--- config.mk ---
export PLATFORM = sky130hd
export DESIGN_NAME = multicycle_control
export DESIGN_NICKNAME = d
export VERILOG_FILES = /design/src/rtl/multicycle_control.sv
export SDC_FILE = /design/constraint.sdc
export NUM_CORES = 1
export LEC_CHECK = 0
export ABC_CLOCK_PERIOD_IN_PS = 2700
export CAP_MARGIN = 10
export CORE_MARGIN = 2
export CORE_UTILIZATION = 40
export CTS_CLUSTER_SIZE = 20
export DETAILED_ROUTE_END_ITERATION = 8
export GPL_TIMING_DRIVEN = 0
export HOLD_SLACK_MARGIN = 0.15
export PLACE_DENSITY = 0.88
export SYNTH_ARGS = -nofsm -noshare
export SYNTH_HDL_FRONTEND = slang
export SYNTH_SLANG_ARGS = --single-unit
--- constraint.sdc ---
create_clock -name Clk -period 2.7 [get_ports Clk]
set_input_delay 0.54 -clock Clk [delete_from_list [all_inputs] [get_ports Clk]]
set_output_delay 0.54 -clock Clk [all_outputs]
set_load 0.05 [all_outputs]
--- src/rtl/multicycle_control.sv ---
// -----------------------------------------------------------------------------
// multicycle_control
//
// Main control FSM for the multi-cycle MIPS datapath. It walks each
// instruction through fetch, decode, execute, memory and writeback. It drives
// every datapath strobe and mux select from the current state, the opcode and
// the memory ready handshake. It also produces the 2-bit ALUOp code for the
// ALU control decoder:
//   00 = add
//   01 = subtract
//   10 = decode the funct field
//
// Parameters
//   MEM_WAIT_EN   1: the memory states (FETCH, MEMREAD, MEMWRITE) wait for
//                    MemReady.
//                 0: MemReady is ignored and treated as always 1.
//
// Ports
//   Clk          rising-edge clock
//   RstN         asynchronous active-low reset; forces FETCH
//   Opcode[5:0]  IR[31:26]; only looked at in DECODE and MEMADDR
//   MemReady     memory completed the current access this cycle
//   PCWrite      unconditional PC load
//   PCWriteCond  PC load qualified by ALU Zero (beq)
//   IorD         memory address select: 0 = PC, 1 = ALUOut
//   MemRead      memory read strobe
//   MemWrite     memory write strobe
//   IRWrite      instruction register load
//   MemtoReg     writeback data select: 1 = MDR, 0 = ALUOut
//   RegDst       destination register select: 1 = rd, 0 = rt
//   RegWrite     register file write
//   ALUSrcA      ALU A select: 0 = PC, 1 = A
//   ALUSrcB[1:0] ALU B select:
//                  00 = B
//                  01 = 4
//                  10 = sign-extended imm
//                  11 = sign-extended imm << 2
//   ALUOp[1:0]   ALU operation code
//   PCSource[1:0] next-PC select: 00 = ALU, 01 = ALUOut, 10 = jump target
//   IllegalOp    high in DECODE when the opcode is unsupported
//   State[3:0]   current state (debug)
// -----------------------------------------------------------------------------
module multicycle_control #(
    parameter bit MEM_WAIT_EN = 1'b1
) (
    input  logic       Clk,
    input  logic       RstN,
    input  logic [5:0] Opcode,
    input  logic       MemReady,
    output logic       PCWrite,
    output logic       PCWriteCond,
    output logic       IorD,
    output logic       MemRead,
    output logic       MemWrite,
    output logic       IRWrite,
    output logic       MemtoReg,
    output logic       RegDst,
    output logic       RegWrite,
    output logic       ALUSrcA,
    output logic [1:0] ALUSrcB,
    output logic [1:0] ALUOp,
    output logic [1:0] PCSource,
    output logic       IllegalOp,
    output logic [3:0] State
);

    // State encoding (visible on the State debug port)
    localparam logic [3:0] st_fetch    = 4'd0;
    localparam logic [3:0] st_decode   = 4'd1;
    localparam logic [3:0] st_memaddr  = 4'd2;
    localparam logic [3:0] st_memread  = 4'd3;
    localparam logic [3:0] st_memwb    = 4'd4;
    localparam logic [3:0] st_memwrite = 4'd5;
    localparam logic [3:0] st_execute  = 4'd6;
    localparam logic [3:0] st_rtypewb  = 4'd7;
    localparam logic [3:0] st_branch   = 4'd8;
    localparam logic [3:0] st_jump     = 4'd9;
    localparam logic [3:0] st_addiex   = 4'd10;
    localparam logic [3:0] st_addiwb   = 4'd11;

    // Supported opcodes
    localparam logic [5:0] op_rtype = 6'b000000;
    localparam logic [5:0] op_lw    = 6'b100011;
    localparam logic [5:0] op_sw    = 6'b101011;
    localparam logic [5:0] op_beq   = 6'b000100;
    localparam logic [5:0] op_j     = 6'b000010;
    localparam logic [5:0] op_addi  = 6'b001000;

    // ALUOp codes
    localparam logic [1:0] aluop_add   = 2'b00;
    localparam logic [1:0] aluop_sub   = 2'b01;
    localparam logic [1:0] aluop_funct = 2'b10;

    // ALUSrcB selects
    localparam logic [1:0] srcb_reg    = 2'b00;
    localparam logic [1:0] srcb_four   = 2'b01;
    localparam logic [1:0] srcb_imm    = 2'b10;
    localparam logic [1:0] srcb_imm_sh = 2'b11;

    // PCSource selects
    localparam logic [1:0] pcsrc_alu    = 2'b00;
    localparam logic [1:0] pcsrc_aluout = 2'b01;
    localparam logic [1:0] pcsrc_jump   = 2'b10;

    logic [3:0] state_reg;
    logic [3:0] state_next;
    logic       mem_ready;
    logic       fetch_done;

    // Without wait support the handshake collapses to "always ready".
    // The OR form keeps MemReady in use for both settings of the parameter.
    assign mem_ready = MemReady | ~MEM_WAIT_EN;

    // The fetch write strobes (IRWrite, PCWrite) come straight from
    // combinational logic. Qualifying them with RstN guarantees that no
    // write is issued while reset is held, even if memory reports ready.
    assign fetch_done = mem_ready & RstN;

    assign State = state_reg;

    // ------------------------------------------------------------------
    // State register
    // ------------------------------------------------------------------
    always_ff @(posedge Clk or negedge RstN) begin
        if (!RstN) begin
            state_reg <= st_fetch;
        end else begin
            state_reg <= state_next;
        end
    end

    // ------------------------------------------------------------------
    // Next-state logic
    // ------------------------------------------------------------------
    always_comb begin
        state_next = st_fetch;
        case (state_reg)
            st_fetch: begin
                state_next = mem_ready ? st_decode : st_fetch;
            end

            st_decode: begin
                case (Opcode)
                    op_rtype: state_next = st_execute;
                    op_lw:    state_next = st_memaddr;
                    op_sw:    state_next = st_memaddr;
                    op_beq:   state_next = st_branch;
                    op_j:     state_next = st_jump;
                    op_addi:  state_next = st_addiex;
                    default:  state_next = st_fetch;
                endcase
            end

            // Opcode is sampled again here to split loads from stores.
            // Anything else (opcode changed since DECODE) retires to FETCH.
            st_memaddr: begin
                if (Opcode == op_lw) begin
                    state_next = st_memread;
                end else if (Opcode == op_sw) begin
                    state_next = st_memwrite;
                end else begin
                    state_next = st_fetch;
                end
            end

            st_memread: begin
                state_next = mem_ready ? st_memwb : st_memread;
            end

            st_memwrite: begin
                state_next = mem_ready ? st_fetch : st_memwrite;
            end

            st_execute: state_next = st_rtypewb;
            st_addiex:  state_next = st_addiwb;

            st_memwb,
            st_rtypewb,
            st_branch,
            st_jump,
            st_addiwb:  state_next = st_fetch;

            // Codes 12-15 are unreachable; recover to FETCH.
            default:    state_next = st_fetch;
        endcase
    end

    // ------------------------------------------------------------------
    // Output logic (Moore, except the MemReady-qualified FETCH strobes)
    // ------------------------------------------------------------------
    always_comb begin
        PCWrite     = 1'b0;
        PCWriteCond = 1'b0;
        IorD        = 1'b0;
        MemRead     = 1'b0;
        MemWrite    = 1'b0;
        IRWrite     = 1'b0;
        MemtoReg    = 1'b0;
        RegDst      = 1'b0;
        RegWrite    = 1'b0;
        ALUSrcA     = 1'b0;
        ALUSrcB     = srcb_reg;
        ALUOp       = aluop_add;
        PCSource    = pcsrc_alu;
        IllegalOp   = 1'b0;

        case (state_reg)
            // Read the instruction at PC and compute PC + 4 in parallel.
            // The IR and PC loads happen only on the cycle the read completes.
            st_fetch: begin
                MemRead  = 1'b1;
                ALUSrcB  = srcb_four;
                ALUOp    = aluop_add;
                IRWrite  = fetch_done;
                PCWrite  = fetch_done;
                PCSource = pcsrc_alu;
            end

            // Speculatively compute the branch target, PC + (imm << 2).
            st_decode: begin
                ALUSrcB = srcb_imm_sh;
                ALUOp   = aluop_add;
                case (Opcode)
                    op_rtype, op_lw, op_sw, op_beq, op_j, op_addi:
                        IllegalOp = 1'b0;
                    default:
                        IllegalOp = 1'b1;
                endcase
            end

            st_memaddr: begin
                ALUSrcA = 1'b1;
                ALUSrcB = srcb_imm;
                ALUOp   = aluop_add;
            end

            st_memread: begin
                MemRead = 1'b1;
                IorD    = 1'b1;
            end

            st_memwb: begin
                RegWrite = 1'b1;
                MemtoReg = 1'b1;
                RegDst   = 1'b0;
            end

            // The write strobe is held through every wait cycle.
            st_memwrite: begin
                MemWrite = 1'b1;
                IorD     = 1'b1;
            end

            st_execute: begin
                ALUSrcA = 1'b1;
                ALUSrcB = srcb_reg;
                ALUOp   = aluop_funct;
            end

            st_rtypewb: begin
                RegWrite = 1'b1;
                RegDst   = 1'b1;
                MemtoReg = 1'b0;
            end

            // Subtract A - B. PC takes the branch target held in ALUOut
            // if Zero is set.
            st_branch: begin
                ALUSrcA     = 1'b1;
                ALUSrcB     = srcb_reg;
                ALUOp       = aluop_sub;
                PCWriteCond = 1'b1;
                PCSource    = pcsrc_aluout;
            end

            st_jump: begin
                PCWrite  = 1'b1;
                PCSource = pcsrc_jump;
            end

            st_addiex: begin
                ALUSrcA = 1'b1;
                ALUSrcB = srcb_imm;
                ALUOp   = aluop_add;
            end

            st_addiwb: begin
                RegWrite = 1'b1;
                RegDst   = 1'b0;
                MemtoReg = 1'b0;
            end

            default: begin
                // Unreachable codes keep every strobe low.
            end
        endcase
    end

endmodule

# Yosys cells after proc, flatten, opt, wreduce, memory -nomap -nowiden
# Cells that the tools add are included.
[totals]
out_inout_bits = 21
in_bits = 9
elab_cells = 49
regBits = 4
[op_classes]
n_reduce_logical = 9
bitwise = 1
eq_ne = 16
mux = 22
[ops]
columns = ["cell", "count"]
rows = [
  ["case mux 4 bit (7 select lines)", 1],
  ["case mux 4 bit (5 select lines)", 1],
  ["== test 4 x 3 -> 1 bit, second input constant", 4],
  ["== test 4 bit, second input constant", 4],
  ["== test 6 bit, second input constant", 2],
  ["2-to-1 mux 1 bit", 12],
  ["2-to-1 mux 3 bit", 4],
  ["== test 4 x 2 -> 1 bit, second input constant", 2],
  ["case mux 2 bit (2 select lines)", 2],
  ["OR reduction 2 bit", 4],
  ["== test 6 x 2 -> 1 bit, second input constant", 1],
  ["== test 6 x 3 -> 1 bit, second input constant", 1],
  ["== test 6 x 4 -> 1 bit, second input constant", 1],
  ["zero test 6 bit", 1],
  ["case mux 2 bit (3 select lines)", 1],
  ["OR reduction 6 bit", 1],
  ["== test 4 x 1 -> 1 bit, second input constant", 1],
  ["zero test 4 bit", 1],
  ["OR reduction 4 bit", 1],
  ["OR reduction 3 bit", 1],
  ["case mux 1 bit (2 select lines)", 1],
  ["AND 1 bit", 1],
]

# Logic depth before layout (Yosys ltp)
# Gate-level depths: netlist of run 1.
[depth]
depth_word = 4
mapped_depth = 4
ltp_nobuf = 3

# Worst setup path after synthesis of run 1
# Ideal clock, no wire load.
[synth_timing]
kind = "register to output"
start = "reg state_reg[3], in the netlist State[3]"
end = "out ALUSrcA"
required_time_ns = 2.160
path_stages_with_launch = 4
n_path_buf = 1
arrival_ns = 2.224
path_slack_ns = -0.064
cell_sequence = "dfrtp_1 -> buf_2 -> nor2_1 -> a211oi_1"
[synth_via]
elab_chain_cells = 3
word_cells_on_any_way = 6
cone_classes = "eq/ne (4); mux (1); reduce/logical (1)"
[synth_rtl]
columns = ["element", "line", "rtl"]
rows = [
  ["start: declaration", "105", "logic [3:0] state_reg;"],
  ["start signal: assignment", "126", "state_reg <= st_fetch;"],
  ["start signal: assignment", "128", "state_reg <= state_next;"],
  ["== test 4 x 2 -> 1 bit (tied with other cells)", "207", "case (state_reg)"],
  ["OR reduction 4 bit (no source line) (*)", "n/a", ""],
  ["2-to-1 mux 1 bit (*)", "207", ""],
  ["end: declaration", "59", "output logic ALUSrcA,"],
]
# Mark *: on every way between the ends. The rest lies on a longest branch, timed or not.

# Worst setup path in the final report of run 1
[layout_timing]
start = "in RstN"
end = "out PCWrite"
[layout_via]
elab_chain_cells = 2
[layout_rtl]
columns = ["element", "line", "rtl"]
rows = [
  ["start: declaration", "47", "input logic RstN,"],
  ["AND 1 bit", "117", "assign fetch_done = mem_ready & RstN;"],
  ["case mux 1 bit (2 select lines)", "207", ""],
  ["end: declaration", "50", "output logic PCWrite,"],
]
# Every way passes these cells.

==> reports/qor.yml, run 1 <==
sta:
  finalMaxSlewViolations: 0
  setup_viol: 0
  slew_headroom_pct: 66.1
  fmax_mhz: 386
  worst_clock_skew_ps: 4.54
  layout_min_cycle_time_ps: 2590
  worstMarginPinSlew_ps: 507
  rsz0062_at_grt: "false"
  hold_viol: 0
  final.period_utilization_pct: 96.0
floorplanning:
  die_area_mm2: 0.00165
  fp.dieW_um: 40.6
  io_pins: 30
  die_y_um: 40.6
  core-area_mm2: 0.00127
  initial_utilization_pct: 42.2
  num_rows: 13
clocking:
  cts.sinks: 4
  numCtsBuffers: 3
  htreeDepth: 1
  root_buffer: "clkbuf_4"
  holdBufCountCts: 0
  cts.reportedPaths.clkPinSlew_ps: 40
  tritoncts: "done"
  ctsLongestPathBuffers: 2
  clkLatencyLatePin_ps: 240
global_routing:
  grt_use_met1_pct: 24.9
  grt_remaining_overflow: 0
  grt_max_degree: 11
  grt_use_met3_pct: 3.33
  met2_usage_pct: 38.5
  grt_usage_pct: 20.9
  grt_pass1_vias: 551
  grt_pass1_wl_mm: 2.31
  antenna_found_initial: 0
  busiest_layer: "met2"
drt:
  dr_total_vias: 637
  drtIter0Drc: 8
  dr.pass1.iters: 4
  drc: 0
  routedWlPerCell_um: 13.2
  ant_nets: 0
  viasPerCell: 5.54
  wl_mm: 1.52
pwr:
  power_uw: 277
  p_per_area_mw_per_mm2: 313
  p_leak_nw: 0.406
  peakVddDrop_v: 0.000191
critical_path:
  cp-start-kind: "input pin"
  cp-end-kind: "primary output"
  r2r_cells: 4
  setup.worst_path.class: "input pin to primary output"
  critical_path.max_fanout: 5
  arrival_ps: 2050
  crit_required_ps: 2160
logic_synthesis:
  synthCells: 68
  async_reset_ff_share_pct: 100
  yosys.cell_types.count: 35
  synth_flop_cell: "dfrtp_1"
  yosys-top-cells-area: "dfrtp_1 19%, nor2_1 6.3%, nor3_1 5.6%"
  seq_area_frac_synth_pct: 18.7
  yosysTopAreaCellShare_pct: 18.7
  ys_ff_latch: 4
  syn_nets: 77
  synth_edf_count: 0
  synth_largest_area_cell: "dfrtp_1"
  avgSynthCellArea_um2: 7.88
  syn-cell-area_um2: 536
  synth-warning-count: 0
place:
  placement.cell_area_um2: 862
  portBuffers: 29
  gp_congestion: 0.776
  dp_hpwl_mm: 1.16
hold_path:
  hp-class: "input pin to asynchronous set/reset pin"
finish:
  mostFrequentLayoutCells: "19 x clkdlybuf4s50_1, 8 x nor2_1, 5 x nor3_1"
  drive_gt1_share_pct: 19.0
  postLayoutCellArea_um2: 886
  fin_util_pct: 69.8
  syn2layout_area_growth_pct: 65.4
  largest_register_ffs: 4
  final_common_cell: "clkdlybuf4s50_1"
  n_antenna_cell: 0
  final_nets: 111
run:
  cap_violations: 0
run_status:
  status: "finished, final reports clean"
per-stage QoR:
step / setup slack (ps) / TNS (ps) / std cells / hold slack, ps
final: 108 / 0 / 115 / 516
after floorplan: 216 / 0 / 68 / 244
after global routing: 6.78 / 0 / 115 / 526
after detailed placement: -434 / -777 / 112 / 747
after global placement: -428 / -724 / 112 / 733
after CTS: 0.726 / 0 / 115 / 516
per-layer routing:
layer	up-vias	share of wire, %
met1	287	40
met2	29	52
met3	2	7.2
met4	0	0.99
li1	319	-
met5	-	0
logic make-up (layout without fill, tap and decap cells):
logic type	after synthesis	after routing	share of synthesized area [%]
buffers and inverters	7	39	10.0
XOR/XNOR	3	3	4.91
AND/OR/NAND/NOR	40	40	47.0
flip-flops	4	4	18.7
AO/OA/AOI/OAI	14	14	19.4
timing repair:
action | CTS | global route
setup endpoints to repair | 6 | 4
gates resized for setup | 12 | 4
buffers inserted | 0 | 0
report_power, final:
part / switching [mW] / internal [mW] / total [mW] / leakage [nW]
registers: 0.00497 / 0.0627 / 0.0676 / 0.0542
clock network: 0.0253 / 0.0498 / 0.0751 / 0.0138
logic: 0.0834 / 0.0510 / 0.134 / 0.338
total: 0.114 / 0.163 / 0.277 / 0.406
cells in the mapped netlist (2+ instances only):
| master | instances |
|---|---|
| nand4_1 | 2 |
| or2_1 | 2 |
| o211ai_1 | 3 |
| nand2b_1 | 4 |
| nor3b_1 | 2 |
| xnor2_1 | 2 |
| nor3_1 | 6 |
| buf_6 | 2 |
| nand2_1 | 3 |
| and3b_1 | 2 |
| dfrtp_1 | 4 |
| nand4b_1 | 2 |
| a21oi_1 | 2 |
| buf_4 | 3 |
| nor2_1 | 9 |
final timing paths:
path	start	end	slack, ps
worst min register to register	State[0]	State[3]	750
worst max-delay path	RstN	PCWrite	110
worst max register to register	State[1]	State[2]	1370
min in group Clk	State[0]	State[3]	750
max in group asynchronous	RstN	State[2]	2000
worst min-delay path	RstN	State[1]	520
critical path, stage by stage:
cell and delay, ps:
clkdlybuf4s50_1 580, nand2_1 130, or3_4 340, a211oi_2 170, buf_2 290
layout make-up:
class                      instances  area (µm²)
buffer                             6        50.0
multi-input combinational         57         399
timing repair buffer              29         292
sequential                         4         100
fill                              95         383
tap                               15        18.8
clock buffer                       3        22.5
inverter                           1        3.75
Note: power is estimated with default switching activity, not from simulation.
==> run 2: changes to the inputs <==
--- a/config.mk
+++ b/config.mk
@@ -9,6 +9,7 @@
 export CAP_MARGIN = 10
 export CORE_MARGIN = 2
 export CORE_UTILIZATION = 40
+export CTS_CLUSTER_DIAMETER = 40
 export CTS_CLUSTER_SIZE = 20
 export DETAILED_ROUTE_END_ITERATION = 8
 export GPL_TIMING_DRIVEN = 0
==> results of run 2 <==
Final layout, timing and power as in run 1 (identical DEF).
